File: config.mk
export PLATFORM = sky130hd
export DESIGN_NAME = ncl_stim_gen
export DESIGN_NICKNAME = d
export VERILOG_FILES = /design/src/rtl/ncl_tb_pkg.sv /design/src/rtl/ncl_stim_hold_cnt.sv /design/src/rtl/ncl_stim_gen.sv
export SDC_FILE = /design/constraint.sdc
export NUM_CORES = 1
export LEC_CHECK = 0
export ABC_AREA = 1
export CAP_MARGIN = 20
export CORE_ASPECT_RATIO = 0.5
export CORE_MARGIN = 10
export CORE_UTILIZATION = 45
export CTS_BUF_LIST = sky130_fd_sc_hd__clkbuf_16
export CTS_CLUSTER_DIAMETER = 150
export DETAILED_ROUTE_END_ITERATION = 6
export GPL_TIMING_DRIVEN = 0
export PLACE_DENSITY = 0.79
export SLEW_MARGIN = 20
export SYNTH_ARGS = -nofsm -noshare
export SYNTH_HDL_FRONTEND = slang
export SYNTH_SLANG_ARGS = --single-unit
File: constraint.sdc
create_clock -name clk -period 1.4 [get_ports clk]
set_input_delay 0.21 -clock clk [delete_from_list [all_inputs] [get_ports clk]]
set_output_delay 0.21 -clock clk [all_outputs]
set_load 0.02 [all_outputs]
File: src/rtl/ncl_tb_pkg.sv
// ncl_tb_pkg: shared definitions for the NCL gate stimulus generator.
//   - state_t : one-hot sequencer states (6 bits; 7 with NCL_STIM_NULL_SPACER_EN,
//               which adds the return-to-NULL S_SPACER state)
//   - PRE_NULL / PRE_DATA : preset codes carried in the monitor record
//   - cnt_max() : number of distinct symbols for a given gate input count
package ncl_tb_pkg;

`ifdef NCL_STIM_NULL_SPACER_EN
  localparam int STATE_W = 7;
`else
  localparam int STATE_W = 6;
`endif

  typedef enum logic [STATE_W-1:0] {
    S_IDLE   = STATE_W'(1 << 0),
    S_DRST   = STATE_W'(1 << 1),
    S_PRESET = STATE_W'(1 << 2),
    S_CURR   = STATE_W'(1 << 3),
    S_NEXT   = STATE_W'(1 << 4),
    S_DONE   = STATE_W'(1 << 5)
`ifdef NCL_STIM_NULL_SPACER_EN
    , S_SPACER = STATE_W'(1 << 6)
`endif
  } state_t;

  localparam logic PRE_NULL = 1'b0;  // preset drives all zeros
  localparam logic PRE_DATA = 1'b1;  // preset drives all ones

  function automatic int cnt_max(input int ports);
    return 1 << ports;
  endfunction

endpackage

File: src/rtl/ncl_stim_hold_cnt.sv
// ncl_stim_hold_cnt: phase timer shared by every symbol-driving state.
// Loading on phase entry makes tc rise in the HOLD_CYCLES-th cycle of the phase.
//   clk  in  clock
//   rst  in  asynchronous active-low reset
//   load in  restart the timer (asserted on the edge that enters a phase)
//   tc   out terminal count: current cycle is the last cycle of the phase
module ncl_stim_hold_cnt #(
  parameter int HOLD_CYCLES = 1
) (
  input  logic clk,
  input  logic rst,
  input  logic load,
  output logic tc
);

  localparam int W = (HOLD_CYCLES > 1) ? $clog2(HOLD_CYCLES) : 1;
  localparam logic [W-1:0] LOAD_VAL = W'(HOLD_CYCLES - 1);

  logic [W-1:0] cnt;

  // NOTE: registers are updated with non-blocking assignments so every flop
  // samples pre-edge values, regardless of process evaluation order.
  always_ff @(posedge clk or negedge rst) begin
    if (!rst) begin
      cnt <= '0;
    end else if (load) begin
      cnt <= LOAD_VAL;
    end else if (cnt != '0) begin
      cnt <= cnt - 1'b1;
    end
  end

  assign tc = (cnt == '0);

endmodule

File: src/rtl/ncl_stim_gen.sv
// ncl_stim_gen: exhaustive preset -> current -> next transition sweep for an
// INPUT_PORTS-input NCL threshold gate.
//   clk        in  clock
//   rst        in  asynchronous active-low reset
//   req        in  sweep request (four-phase handshake with gnt)
//   y          in  gate output under test
//   stm_value  out gate input stimulus
//   rsb        out gate reset (polarity RESET_SENS, only driven if RESET_PORT)
//   gnt        out sweep complete, held until req is seen low
//   busy       out sweep in progress (DRST..NEXT)
//   mon_valid  out one-cycle strobe per vector, in the cycle after the vector's
//              last NEXT cycle; mon_y is y as sampled at the edge ending NEXT
//   mon_prev   out preset of the record (PRE_NULL / PRE_DATA)
//   mon_curr   out current symbol of the record
//   mon_next   out next symbol of the record
//   mon_y      out sampled gate output
// Optional: define NCL_STIM_NULL_SPACER_EN to insert an all-zero spacer phase
// between PRESET->CURR and CURR->NEXT (5*HOLD_CYCLES cycles per vector).
module ncl_stim_gen
  import ncl_tb_pkg::*;
#(
  parameter int       INPUT_PORTS = 3,
  parameter int       HOLD_CYCLES = 1,
  parameter int       DRST_CYCLES = 2,
  parameter bit       RESET_PORT  = 1'b1,
  parameter bit       RESET_SENS  = 1'b0,
  parameter logic [1:0] PRESET_SET = 2'b11
) (
  input  logic                   clk,
  input  logic                   rst,
  input  logic                   req,
  input  logic                   y,
  output logic [INPUT_PORTS-1:0] stm_value,
  output logic                   rsb,
  output logic                   gnt,
  output logic                   busy,
  output logic                   mon_valid,
  output logic                   mon_prev,
  output logic [INPUT_PORTS-1:0] mon_curr,
  output logic [INPUT_PORTS-1:0] mon_next,
  output logic                   mon_y
);

  localparam int CNT_MAX = cnt_max(INPUT_PORTS);
  localparam logic [INPUT_PORTS-1:0] LAST_IDX = INPUT_PORTS'(CNT_MAX - 1);
  // An empty preset set falls back to NULL only.
  localparam logic [1:0] PSET    = (PRESET_SET == 2'b00) ? 2'b01 : PRESET_SET;
  localparam logic       FIRST_P = PSET[0] ? PRE_NULL : PRE_DATA;
  localparam logic       DATA_EN = PSET[1];
  localparam int         DW      = (DRST_CYCLES > 1) ? $clog2(DRST_CYCLES) : 1;
  localparam logic [DW-1:0] DRST_LOAD = DW'(DRST_CYCLES - 1);
  // Without a DUT reset the pin is parked low.
  localparam logic RSB_RST = RESET_PORT ? RESET_SENS : 1'b0;

  state_t                 state, state_next;
  logic                   p;
  logic [INPUT_PORTS-1:0] c, n;
  logic [DW-1:0]          drst_cnt;
  logic                   rsb_q;
  logic                   hold_load, hold_tc;
  logic                   last_n, last_c, last_p;
  logic                   sweep_start, vec_end, sweep_last;

`ifdef NCL_STIM_NULL_SPACER_EN
  logic spc_to_next;  // spacer exits to NEXT (set) or CURR (clear)
`endif

  assign last_n      = (n == LAST_IDX);
  assign last_c      = (c == LAST_IDX);
  assign last_p      = (p == PRE_DATA) || !DATA_EN;
  assign sweep_start = (state == S_IDLE) && req;
  assign vec_end     = (state == S_NEXT) && hold_tc;
  assign sweep_last  = last_n && last_c && last_p;

  ncl_stim_hold_cnt #(.HOLD_CYCLES(HOLD_CYCLES)) u_hold (
    .clk  (clk),
    .rst  (rst),
    .load (hold_load),
    .tc   (hold_tc)
  );

  // Every state change enters a new phase, so the timer restarts on any change.
  assign hold_load = (state_next != state);

  always_ff @(posedge clk or negedge rst) begin
    if (!rst) state <= S_IDLE;
    else      state <= state_next;
  end

  always_comb begin
    // NOTE: every combinationally assigned signal gets a default first so no
    // path through the case leaves it unassigned, which would infer a latch.
    state_next = state;
    stm_value  = '0;
    case (state)
      S_IDLE: begin
        if (req) state_next = RESET_PORT ? S_DRST : S_PRESET;
      end
      S_DRST: begin
        if (drst_cnt == '0) state_next = S_PRESET;
      end
      S_PRESET: begin
        stm_value = {INPUT_PORTS{p}};
`ifdef NCL_STIM_NULL_SPACER_EN
        if (hold_tc) state_next = S_SPACER;
`else
        if (hold_tc) state_next = S_CURR;
`endif
      end
`ifdef NCL_STIM_NULL_SPACER_EN
      S_SPACER: begin
        if (hold_tc) state_next = spc_to_next ? S_NEXT : S_CURR;
      end
`endif
      S_CURR: begin
        stm_value = c;
`ifdef NCL_STIM_NULL_SPACER_EN
        if (hold_tc) state_next = S_SPACER;
`else
        if (hold_tc) state_next = S_NEXT;
`endif
      end
      S_NEXT: begin
        stm_value = n;
        if (hold_tc) state_next = sweep_last ? S_DONE : S_PRESET;
      end
      S_DONE: begin
        if (!req) state_next = S_IDLE;
      end
      default: state_next = S_IDLE;
    endcase
  end

  assign busy = (state != S_IDLE) && (state != S_DONE);
  assign gnt  = (state == S_DONE);
  assign rsb  = rsb_q;

`ifdef NCL_STIM_NULL_SPACER_EN
  always_ff @(posedge clk or negedge rst) begin
    if (!rst)                                        spc_to_next <= 1'b0;
    else if (state == S_PRESET && state_next == S_SPACER) spc_to_next <= 1'b0;
    else if (state == S_CURR && state_next == S_SPACER)   spc_to_next <= 1'b1;
  end
`endif

  // Sweep indices: n innermost, then c, then preset.
  always_ff @(posedge clk or negedge rst) begin
    if (!rst) begin
      p <= PRE_NULL;
      c <= '0;
      n <= '0;
    end else if (sweep_start) begin
      p <= FIRST_P;
      c <= '0;
      n <= '0;
    end else if (vec_end) begin
      if (!last_n) begin
        n <= n + 1'b1;
      end else begin
        n <= '0;
        if (!last_c) begin
          c <= c + 1'b1;
        end else begin
          c <= '0;
          if (!last_p) p <= PRE_DATA;
        end
      end
    end
  end

  always_ff @(posedge clk or negedge rst) begin
    if (!rst) begin
      drst_cnt <= '0;
    end else if (sweep_start) begin
      drst_cnt <= DRST_LOAD;
    end else if (state == S_DRST && drst_cnt != '0) begin
      drst_cnt <= drst_cnt - 1'b1;
    end
  end

  // DUT reset: active from reset until the end of DRST, then inactive until
  // the next reset or the next sweep.
  always_ff @(posedge clk or negedge rst) begin
    if (!rst) begin
      rsb_q <= RSB_RST;
    end else if (sweep_start && RESET_PORT) begin
      rsb_q <= RESET_SENS;
    end else if (state == S_DRST && state_next == S_PRESET) begin
      rsb_q <= ~RESET_SENS;
    end
  end

  always_ff @(posedge clk or negedge rst) begin
    if (!rst) begin
      mon_valid <= 1'b0;
      mon_prev  <= 1'b0;
      mon_curr  <= '0;
      mon_next  <= '0;
      mon_y     <= 1'b0;
    end else begin
      mon_valid <= vec_end;
      if (vec_end) begin
        mon_prev <= p;
        mon_curr <= c;
        mon_next <= n;
        mon_y    <= y;
      end
    end
  end

endmodule
[Yosys cells after proc, flatten, opt, wreduce, memory -nomap -nowiden]
Cells that the tools add are included.
Storage, ports and cells
  register bits after elaboration: 25
  output and inout port bits: 15
Cells by class
  reduce and logical (&&, ||, !) cells: 14
  add/subtract/negate cells: 4
  bitwise logic cells: 1
  mux-type cells: 26
  equality and inequality tests: 12
Operators by type and width (number)
  two-way mux 6 bit: 7
  case mux 6 bit (6 select lines): 1
  two-way mux 3 bit: 7
  == test 6 x 3 -> 1 bit (second input constant): 2
  two-way mux 1 bit: 10
  nonzero test 2 bit: 5
  case mux 3 bit (3 select lines): 1
  logical AND 1 bit: 7
  adder 3 x 1 -> 3 bit (second input constant): 2
  == test 3 bit (second input constant): 2
  == test 6 x 1 -> 1 bit (second input constant): 1
  == test 6 x 2 -> 1 bit (second input constant): 1
  == test 6 x 4 -> 1 bit (second input constant): 1
  == test 6 x 5 -> 1 bit (second input constant): 1
  == test 6 bit (second input constant): 1
  inequality test 6 x 1 -> 1 bit (second input constant): 1
  inequality test 6 bit: 1
  inequality test 6 bit (second input constant): 1
  AND reduction 3 bit: 1
  AND reduction 2 bit: 1
  subtractor 1 bit (second input constant): 2
  inverter 1 bit: 1

[Logic depth before layout (Yosys ltp)]
Gate-level depths: netlist (run 1).
  depth after elaboration: 10
  depth in mapped cells: 8

[Modules after synthesis]
Synthesis (run 1) repeated with hierarchy kept, for this count alone.
Unflattened totals
  cells, all modules: 161
  area, all modules: 1310.0 um^2
Modules (own cells, without submodules)
  ncl_stim_gen: instances 1, cells each 159, area each 1298.7 um^2
  ncl_stim_hold_cnt: instances 1, cells each 2, area each 11.3 um^2

[Worst setup path after synthesis (run 1)]
Ideal clock, no wire load.
  path kind: flip-flop to output port
  start point: register state[2]
  end point: output stm_value[2]
  arrival time: 1.197 ns
  slack: -0.007 ns
  stages on the path, launching flop included: 7
  cells stage by stage: dfrtp_1 -> nor2_4 -> nand3_4 -> inv_2 -> buf_6 -> nand2_1 -> nand3_1
On the way
  word-level cells in the longest chain between the ends: 2
  elaborated cells between the ends (all ways): 4
  those cells by class: eq/ne: 3; mux: 1
RTL lines
  start: declaration: RTL line ncl_stim_gen.sv:55  | state_t state, state_next;
  start signal: assignment: RTL line ncl_stim_gen.sv:87  | else state <= state_next;
  == test 6 x 5 -> 1 bit, or another cell as far along: RTL line ncl_stim_gen.sv:95  | case (state)
  case mux 3 bit (3 select lines) *: RTL line ncl_stim_gen.sv:95
  end: declaration: RTL line ncl_stim_gen.sv:33  | output logic [INPUT_PORTS-1:0] stm_value,
Every way passes the cells marked *; elsewhere a longest branch is shown, timed or not.

[Final worst setup path (run 1)]
  start point: register state[1]
  end point: output stm_value[0]
The elaborated chain is that of the path after synthesis.

==> results of run 1 <==
-- per-stage QoR --
stage               TNS (ns)  std cells
finish                 -1.61        219
global route           -2.62        219
CTS                    -1.55        210
detailed placement     -6.03        191
floorplan                  0        136
global placement       -4.76        191
-- flip-flops by register name, summed over array words and instances (netlist names) --
name       cells
state          6
c              3
mon_next       3
mon_valid      1
drst_cnt       1
n              3
rsb            1
mon_prev       1
mon_y          1
last_p         1
mon_curr       3
-- worst max-delay path, delay by kind of cell (launching register included) --
kind	cells	cell delay, ns
simple gates	5	0.71
flops	1	0.41
buf+inv	1	0.12
-- routing by layer --
metal	vias up	part of all wire	GRT usage
met1	514	0.43	0.138
met2	16	0.53	0.212
met4	0	0.0071	0.0568
li1	529	-	-
met5	-	0	0
met3	2	0.034	0.0296
-- worst paths after layout --
path | startpoint | end | slack (ns) | cells past startpoint
setup / recovery | state[1] | stm_value[0] | -0.31 | 6
hold / removal | rst | c[0] | 0.47 | 2
setup reg to reg | state[2] | state[0] | -0.08 | 10
hold reg to reg | mon_curr[1] | mon_curr[1] | 0.48 | 2
max in group asynchronous | rst | state[2] | 0.55 | 2
min in group clk | mon_curr[1] | mon_curr[1] | 0.48 | 2
-- layout by cell type, fill, tap and decap left out, types with 2 or more instances in the layout --
master	Yosys	routed
buf_4	0	15
buf_6	2	16
clkbuf_16	0	3
clkdlybuf4s50_1	0	2
dfrtp_1	23	21
dfrtp_2	0	2
dlygate4sd2_1	0	10
ha_1	4	4
inv_1	14	9
inv_2	1	5
nand2_1	51	48
nand2_2	0	2
nand3_1	12	6
nand3_2	0	6
nand4_1	2	2
nor2_1	7	4
nor2_2	2	2
nor2_4	1	4
nor3_4	0	2
o211ai_1	3	3
o21ai_0	4	2
o21ai_1	0	2
-- power breakdown --
group	total [mW]	switching, mW	internal [mW]
Sequential	0.940	0.119	0.821
Clock	0.629	0.247	0.382
Combinational	1.07	0.532	0.541
-- final cells by class --
cell class / instances / area (um2)
flip-flops and latches: 24 / 604
inverters: 15 / 58.8
clock buffers: 3 / 75.1
multi-input cells: 94 / 588
fillers: 181 / 762
well taps: 37 / 46.3
repair buffers: 42 / 385
plain buffers: 3 / 30.0
clock inverters: 1 / 3.75
-- what timing repair did --
action,in CTS,in global routing
endpoints found under the setup margin,15,24
setup buffers,15,9
gates cloned,0,1
hold buffers,0,1
hold endpoints to repair,0,23
resized for setup,62,20
pin swaps,19,16
-- cell families (layout without fill, tap and decap cells) --
family	after synthesis	in the layout	synth area share
AND/OR/NAND/NOR	79	79	0.315
flip-flops	24	24	0.509
buffers and inverters	18	64	0.0709
AO/OA/AOI/OAI	11	11	0.0624
adder cells (fa/ha/maj)	4	4	0.0423
==> metrics.md, run 1 <==
| Metric | Value |
|---|---|
| Outcome | `complete, but fails checks` |
| Failing checks | `setup timing` |
| Final min period | `1.71 ns` |
| Setup WS pre-CTS | `-0.645 ns` |
| Num CTS Buffers | `3` |
| I/O pin cnt | `19` |
| Syn nets | `144` |
| Worst Path Required | `1.19 ns` |
| Measured slew at the worst slew-check pin | `0.536 ns` |
| Sequential share of the synthesized area | `0.509` |
| Netlist cell types | `21` |
| Critical path fanouts, max | `4` |
| Clock Path Buffers | `2` |
| RSZ-0062 raised after global routing | `true` |
| Synth area leader | `dfrtp_1` |
| Final number of max-transition violations | `0` |
| Area delta synth->final | `51.5%` |
| Hold Path Class | `in -> async` |
| Initial core utilization | `0.463` |
| DRC viols | `0` |
| Routed wire per std cell | `14.1 um` |
| Setup WS post-layout | `-0.309 ns` |
| Routed WL | `3090 um` |
| Vias in the first global route | `1028` |
| CP cell instances | `nor2_4, nand2_4, nor3_4, nand2_1, nand3_2, buf_6` |
| Vias | `1061` |
| Final setup viols | `13` |
| Total power | `2.64 mW` |
| Mapped Cells | `136` |
| Synth cell count leaders | `nand2_1 (51), dfrtp_1 (23), inv_1 (14), nand3_1 (12), nor2_1 (7)` |
| Final core utilization | `0.702` |
| Std cell rows | `13` |
| Crit end category | `primary output` |
| Router iterations before antenna repair | `4` |
| CTS sink count | `24` |
| Layout Nets | `191` |
| Power density cells | `1470 nW/um2` |
| Initial antenna violation count | `0` |
| CTS tree | `done` |
| Max-cap violations | `0` |
| Yosys top cell area share | `0.487` |
| EDFF count, synth | `0` |
| Critical path arrival | `1.50 ns` |
| Number of inserted diodes | `0` |
| Post-Syn Area | `1180 um2` |
| CTS Root Cell | `clkbuf_16` |
| DR iter-0 viols | `57` |
| Clock transition at path regs | `0.06 ns` |
| Die extent in y | `56.2 um` |
| Placement Cell Area | `1410 um2` |
| Placer congestion estimate | `0.795` |
| Hold Vio Cnt, Final | `0` |
| CP max stage delay | `0.41 ns` |
| Detail Placement HPWL | `1900 um` |
| Final instance area | `1790 um2` |
| Clk_lat worst skew | `0.26 ns` |
| Synthesis-stage register bit count | `24` |
| Mean post-synth cell area | `8.69 um2` |
| Synth Flop Type | `dfrtp_1` |
| PortBufs | `18` |
| Total track usage | `0.122` |
| YS warnings | `0` |
| Chip width | `92.5 um` |
| Synth top area cells | `dfrtp_1 (49%), nand2_1 (16%), nand3_1 (5.1%)` |
| Post-DRT Antenna Nets | `0` |
| Largest net degree at the start of global routing | `25` |
| Slew headroom | `0.643` |
| Async SR Flop Fraction | `1.00` |
| Fraction of layout cells with a size suffix above 1 | `0.363` |
| Worst Skew | `0.00512 ns` |
| Worst setup SP type | `flip-flop` |
| Minimum hold slack | `0.470 ns` |
| Die area | `5200 um2` |
| Global-route wire length before repair | `5000 um` |
| DR vias/cell | `4.84` |
| Most common cell in the netlist | `nand2_1` |
| Leak | `0.994 nW` |
| Remaining Overflow, GRT | `0` |
| Core Area | `2550 um2` |
| Fmax | `0.585 GHz` |
| Crit Path Class | `reg -> out` |
| Slowest CP cell | `dfrtp_1` |
| H-tree depth | `1` |
| Tcrit/Tclk final | `1.22` |
| Worst VDD drop | `801 uV` |
(Power assumes the default switching activity.)
==> inputs of run 2 (changes only) <==
--- a/config.mk
+++ b/config.mk
@@ -5,7 +5,6 @@
 export SDC_FILE = /design/constraint.sdc
 export NUM_CORES = 1
 export LEC_CHECK = 0
-export ABC_AREA = 1
 export CAP_MARGIN = 20
 export CORE_ASPECT_RATIO = 0.5
 export CORE_MARGIN = 10
@@ -13,9 +12,10 @@
 export CTS_BUF_LIST = sky130_fd_sc_hd__clkbuf_16
 export CTS_CLUSTER_DIAMETER = 150
 export DETAILED_ROUTE_END_ITERATION = 6
+export DONT_BUFFER_PORTS = 1
 export GPL_TIMING_DRIVEN = 0
-export PLACE_DENSITY = 0.79
-export SLEW_MARGIN = 20
+export PLACE_DENSITY = 0.7
+export SLEW_MARGIN = 40
 export SYNTH_ARGS = -nofsm -noshare
 export SYNTH_HDL_FRONTEND = slang
 export SYNTH_SLANG_ARGS = --single-unit
==> metrics.md, run 2 <==
| Metric | Value |
|---|---|
| Outcome | `complete, but fails checks` |
| Failing checks | `setup timing` |
| Post-DRT Antenna Nets | `0 (unchanged)` |
| Global-route wire length before repair | `4980 um (-0.28%)` |
| Largest net degree at the start of global routing | `25 (unchanged)` |
| YS warnings | `0 (unchanged)` |
| Crit end category | `primary output` |
| Number of inserted diodes | `0 (unchanged)` |
| Vias in the first global route | `954 (-7.2%)` |
| Fillcell total | `171 (-5.5%)` |
| Post-Syn Area | `1190 um2 (+0.63%)` |
| Largest register by flop count | `state` |
| Netlist cell types | `34 (+62%)` |
| Clock Path Buffers | `2 (unchanged)` |
| Yosys top cell area share | `0.484 (-0.00307)` |
| PortBufs | `0 (-18)` |
| Placed Cells incl. Taps | `149 (-22%)` |
| Crit path max-delay family | `simple AND/OR/NAND/NOR gates` |
| Layout Nets | `148 (-23%)` |
| Worst setup SP type | `flip-flop` |
| Router iterations before antenna repair | `4 (unchanged)` |
| Die area | `5230 um2 (+0.45%)` |
| CTS Root Cell | `clkbuf_16` |
| Measured slew at the worst slew-check pin | `0.561 ns (+0.0252 ns)` |
| CP cell instances | `buf_6, or4_4, buf_6, nor3b_4` |
| Final number of max-transition violations | `0 (unchanged)` |
| Mean post-synth cell area | `10.6 um2 (+22%)` |
| Most frequent cells in the layout | `dfrtp_1 (22), buf_4 (16), buf_6 (12), nand3_4 (6), a21oi_1 (6)` |
| Initial antenna violation count | `0 (unchanged)` |
| I/O pin cnt | `19 (unchanged)` |
| Crit Path Class | `reg -> out` |
| Setup WS post-layout | `-0.515 ns (-0.206 ns)` |
| Fmax | `0.522 GHz (-11%)` |
| Synthesis-stage register bit count | `24 (unchanged)` |
| CP max stage delay | `0.50 ns (+0.09 ns)` |
| Critical path fanouts, max | `8 (+4)` |
| Clock transition at path regs | `0.06 ns (about the same)` |
| Most common cell after layout, fill and taps aside | `dfrtp_1` |
| Detail Placement HPWL | `1870 um (-1.6%)` |
| Mapped Cells | `112 (-18%)` |
| Final setup viols | `25 (+12)` |
| Std cell rows | `13 (unchanged)` |
| Core Area | `2550 um2 (unchanged)` |
| Synth Flop Type | `dfrtp_1` |
| Max-cap violations | `0 (unchanged)` |
| Area delta synth->final | `49.9%` |
| Total track usage | `0.116 (-0.00589)` |
| Area occupied by multi-input gates | `726 um2 (+23%)` |
| Placer congestion estimate | `0.760 (-4.5%)` |
| Chip width | `92.7 um (+0.25%)` |
| Slew headroom | `0.626 (-0.0168)` |
| Most used cell, CP | `buf_6` |
| Async SR Flop Fraction | `1.00 (unchanged)` |
| Number of flip-flops in the largest register | `6 (unchanged)` |
| CTS tree | `done` |
| Final min period | `1.91 ns (+0.206 ns)` |
| Fraction of layout cells with a size suffix above 1 | `0.540 (+0.177)` |
| Critical path buffer and inverter count | `2 (+1)` |
| Storage element area | `603 um2 (-0.21%)` |
| Worst VDD drop | `659 uV (-18%)` |
| Final non-filler cell total | `176 (-20%)` |
| Synth area leader | `dfrtp_1` |
| Leak | `0.831 nW (-16%)` |
| Num CTS Buffers | `3 (unchanged)` |
| RSZ-0062 raised after global routing | `true` |
| Hold Path Class | `in -> reg` |
| Vias | `1054 (-0.66%)` |
| Routed wire per std cell | `21.5 um (+52%)` |
| Power density cells | `1520 nW/um2 (+2.9%)` |
| CTS sink count | `24 (unchanged)` |
| EDFF count, synth | `0 (unchanged)` |
| Tcrit/Tclk final | `1.37 (+0.147)` |
| Routed WL | `3780 um (+22%)` |
| Most common cell in the netlist | `dfrtp_1` |
| R2r setup slk | `-0.50 ns (-0.42 ns)` |
| Total power | `2.71 mW (+2.4%)` |
| Critical path arrival | `1.70 ns (+0.20 ns)` |
| Initial core utilization | `0.466 (+0.00294)` |
| Die extent in y | `56.4 um (+0.20%)` |
| Synth cell count leaders | `dfrtp_1 (23), nand3_1 (12), o21ai_0 (9), a21oi_1 (8)` |
| Synth top area cells | `dfrtp_1 (48%), nand3_1 (5.0%), mux2_2 (4.7%)` |
| H-tree depth | `1 (unchanged)` |
| DR vias/cell | `5.99 (+24%)` |
| Sequential share of the synthesized area | `0.506 (-0.00321)` |
| DR iter-0 viols | `91 (+60%)` |
| Worst Skew | `0.00268 ns (-0.00243 ns)` |
| Hold Vio Cnt, Final | `0 (unchanged)` |
| Remaining Overflow, GRT | `0 (unchanged)` |
| Worst Path Required | `1.19 ns (about the same)` |
| Clk_lat worst skew | `0.26 ns (about the same)` |
| Syn nets | `120 (-17%)` |
| Slowest CP cell | `or4_4` |
| DRC viols | `0 (unchanged)` |
[run 2: repair_timing]
action                                 4_1_cts  5_1_grt
setup endpoints to repair                   26       26
gates cloned                                 1        0
hold buffers                                 1        1
resized for setup                           29       31
setup buffers                               12       13
endpoints found under the hold margin       24       23
pin swaps                                   13       18
[run 2: worst paths after layout]
kind / from / endpoint / cells past startpoint
max: state[2] / gnt / 4
min: y / mon_y / 1
max reg2reg: state[2] / n[0] / 6
min reg2reg: drst_cnt / drst_cnt / 1
max in group asynchronous: rst / state[5] / 2
min in group asynchronous: rst / mon_curr[2] / 2
[run 2: logic make-up (layout without fill, tap and decap cells)]
group	Yosys count	in the layout	synth area share
buffers and inverters	12	39	0.0547
DFF	24	24	0.506
xor gates and xnor gates	2	2	0.0147
and+or+nand+nor	40	40	0.202
AOI/OAI and AO/OA	25	25	0.134
adders and majority gates	4	4	0.0421
muxes	5	5	0.0473
[run 2: power breakdown]
group / total (mW) / internal, mW / switching [mW]
registers: 0.836 / 0.760 / 0.0762
clock network: 0.819 / 0.568 / 0.251
logic: 1.05 / 0.501 / 0.550
total: 2.71 / 1.83 / 0.877
[run 2: final cells by class]
class                      instances  share of cell area
buffer                             6              0.0358
clock buffer                       3              0.0421
clock inverter                     1              0.0168
inverter                           3             0.00631
multi-input combinational         76               0.407
sequential                        24               0.338
tap                               37              0.0259
timing repair buffer              26               0.128
[run 2: stage by stage]
stage,area (um2),hold WS [ns],utilization,setup slack [ns],TNS [ns]
final,1780,0.0982,0.699,-0.515,-7.47
after global routing,1780,0.0890,0.699,-0.553,-8.86
after CTS,1590,0.0937,0.621,-0.521,-6.29
after detailed placement,1290,-0.0846,0.505,-0.401,-5.99
after global placement,1290,-0.0848,0.505,-0.378,-5.68
after floorplan,1240,-0.0856,-,-0.332,-2.35
[run 2: per-layer routing]
layer / share of wire / track usage / wire length, um / up-vias
li1: - / - / - / 471
met1: 0.42 / 0.156 / 1590 / 529
met2: 0.49 / 0.175 / 1860 / 50
met3: 0.073 / 0.0397 / 277 / 4
met4: 0.014 / 0.0262 / 53 / 0
met5: 0 / 0 / 0 / -
==> inputs of run 3 (changes only) <==
--- a/config.mk
+++ b/config.mk
@@ -6,15 +6,13 @@
 export NUM_CORES = 1
 export LEC_CHECK = 0
 export CAP_MARGIN = 20
-export CORE_ASPECT_RATIO = 0.5
 export CORE_MARGIN = 10
-export CORE_UTILIZATION = 45
+export CORE_UTILIZATION = 50
 export CTS_BUF_LIST = sky130_fd_sc_hd__clkbuf_16
 export CTS_CLUSTER_DIAMETER = 150
 export DETAILED_ROUTE_END_ITERATION = 6
-export DONT_BUFFER_PORTS = 1
 export GPL_TIMING_DRIVEN = 0
-export PLACE_DENSITY = 0.7
+export PLACE_DENSITY = 0.85
 export SLEW_MARGIN = 40
 export SYNTH_ARGS = -nofsm -noshare
 export SYNTH_HDL_FRONTEND = slang
==> constraint.sdc (replaced) <==
create_clock -name clk -period 1.4 [get_ports clk]
set_input_delay 0.21 -clock clk [delete_from_list [all_inputs] [get_ports clk]]
set_output_delay 0.21 -clock clk [all_outputs]
set_load 0.005 [all_outputs]
==> metrics.md, run 3 (synthesis gave the netlist of run 2 again) <==
| Metric | Value |
|---|---|
| Outcome | `complete, but fails checks` |
| Failing checks | `setup timing` |
| CTS Root Cell | `clkbuf_16` |
| Critical path buffer and inverter count | `3 (+1)` |
| Final instance area | `2040 um2 (+14%)` |
| Crit Path Class | `reg -> out` |
| Remaining Overflow, GRT | `0 (unchanged)` |
| Detail Placement HPWL | `2030 um (+8.7%)` |
| Clock Path Buffers | `2 (unchanged)` |
| Std cell rows | `17 (+4)` |
| Power density cells | `1400 nW/um2 (-7.4%)` |
| Global-route wire length before repair | `6720 um (+35%)` |
| Vias in the first global route | `1211 (+27%)` |
| Largest register by flop count | `state` |
| Initial antenna violation count | `0 (unchanged)` |
| Area delta synth->final | `71.6%` |
| Critical path arrival | `1.80 ns (+0.10 ns)` |
| Final core utilization | `0.914 (+0.216)` |
| Final min period | `2.01 ns (+0.0920 ns)` |
| Hold Path Class | `in -> async` |
| Most used cell, CP | `buf_6` |
| Largest net degree at the start of global routing | `25 (unchanged)` |
| CP max stage delay | `0.56 ns (+0.06 ns)` |
| Critical path fanouts, max | `4 (-4)` |
| Worst Path Required | `1.19 ns (about the same)` |
| Routed WL | `5130 um (+36%)` |
| DRC viols | `0 (unchanged)` |
| Slowest CP cell | `or4_4` |
| Most common cell after layout, fill and taps aside | `dfrtp_1` |
| Setup WS pre-CTS | `-0.685 ns (-0.284 ns)` |
| Final number of max-transition violations | `0 (unchanged)` |
| Fmax | `0.498 GHz (-4.6%)` |
| Max-cap violations | `0 (unchanged)` |
| Clock transition at path regs | `0.07 ns (about the same)` |
| Fraction of layout cells with a size suffix above 1 | `0.566 (+0.0267)` |
| Worst VDD drop | `1580 uV (+140%)` |
| Die extent in y | `68.8 um (+22%)` |
| Number of inserted diodes | `0 (unchanged)` |
| Routed wire per std cell | `26.4 um (+23%)` |
| I/O pin cnt | `19 (unchanged)` |
| DR vias/cell | `6.71 (+12%)` |
| Clk_lat worst skew | `0.27 ns (about the same)` |
| Measured slew at the worst slew-check pin | `0.529 ns (-0.0320 ns)` |
| Post-DRT Antenna Nets | `0 (unchanged)` |
| Placement Cell Area | `1430 um2 (+11%)` |
| Hold Vio Cnt, Final | `0 (unchanged)` |
| Tcrit/Tclk final | `1.43 (+0.0657)` |
| Chip width | `68.8 um (-26%)` |
| PortBufs | `18 (+18)` |
| Worst setup SP type | `flip-flop` |
| Die area | `4730 um2 (-9.5%)` |
| CTS sink count | `24 (unchanged)` |
| DR iter-0 viols | `123 (+35%)` |
| H-tree depth | `1 (unchanged)` |
| Placer congestion estimate | `0.792 (+4.2%)` |
| Initial core utilization | `0.533 (+0.0668)` |
| Slew headroom | `0.647 (+0.0213)` |
| Setup_tns | `-9.69 ns (-2.22 ns)` |
| Core Area | `2230 um2 (-13%)` |
| Router iterations before antenna repair | `4 (unchanged)` |
| CTS tree | `done` |
| RSZ-0062 raised after global routing | `true` |
| Fillcell total | `79 (-54%)` |
| Total track usage | `0.197 (+0.0808)` |
| Final setup viols | `26 (+4.0%)` |
| Vias | `1301 (+23%)` |
| Worst Skew | `0.00574 ns (+0.00305 ns)` |
| Setup WS post-layout | `-0.607 ns (-0.0920 ns)` |
| Leak | `0.980 nW (+18%)` |
| CP cell instances | `buf_6, or4_4, buf_6, nor3b_2, buf_2` |
| Num CTS Buffers | `3 (unchanged)` |
| Crit path max-delay family | `simple AND/OR/NAND/NOR gates` |
| Number of flip-flops in the largest register | `6 (unchanged)` |
| Most frequent cells in the layout | `dfrtp_1 (21), buf_6 (18), buf_4 (17), clkdlybuf4s50_1 (11)` |
| Crit end category | `primary output` |
| Layout Nets | `175 (+18%)` |
-- run 3: cell count changes in the layout (fill, tap and decap cells not counted), sizes merged --
cell           previous run  this run
buf                      30        45
clkdlybuf4s50             0        11
bufinv                    1         0
dlymetal6s2s              0         1
inv                       3         4
-- run 3: metrics by stage --
stage	hold slack, ns	std cells	total power, mW
after CTS	0.480	180	2.40
after global routing	0.496	194	2.95
final	0.464	194	2.87
after floorplan	-0.0856	112	1.21
after global placement	0.460	158	1.36
after detailed placement	0.214	158	1.38
-- run 3: final timing paths --
path / slack, ns / to / start / cells after the start
max: -0.61 / gnt / state[2] / 5
min: 0.46 / mon_curr[0] / rst / 2
max reg2reg: -0.45 / n[0] / state[2] / 5
min reg2reg: 0.52 / mon_next[0] / mon_next[0] / 1
max in group asynchronous: 0.55 / state[3] / rst / 2
min in group clk: 0.52 / mon_next[0] / mon_next[0] / 1
-- run 3: layer usage --
| layer | part of all wire | up-vias | GRT usage | wire length (um) |
|---|---|---|---|---|
| met5 | 0 | - | 0 | 0 |
| met4 | 0.056 | 0 | 0.116 | 289 |
| met3 | 0.10 | 34 | 0.0419 | 537 |
| met2 | 0.49 | 117 | 0.320 | 2500 |
| met1 | 0.35 | 630 | 0.235 | 1810 |
| li1 | - | 520 | - | - |
-- run 3: where the power goes --
group          leakage, nW  switching, mW  total [mW]  internal (mW)
logic                0.616          0.654        1.39          0.737
registers            0.321         0.0627       0.823          0.760
clock network       0.0423          0.269       0.653          0.383
-- run 3: cell type report --
cell class	instances	area (um2)	share of cell area
repair buffers	52	505	0.248
plain buffers	7	75.1	0.0368
inverters	3	11.3	0.00551
well taps	28	35.0	0.0172
clock inverters	1	3.75	0.00184
flip-flops and latches	24	604	0.296
clock buffers	3	75.1	0.0368
multi-input cells	76	732	0.358
-- run 3: timing repair --
| action | in CTS | in global routing |
|---|---|---|
| hold endpoints to repair | 23 | 0 |
| endpoints found under the setup margin | 26 | 28 |
| gates cloned | 2 | 0 |
| setup buffers | 20 | 16 |
| pin swaps | 19 | 19 |
| hold buffers | 1 | 0 |
| resized for setup | 65 | 33 |
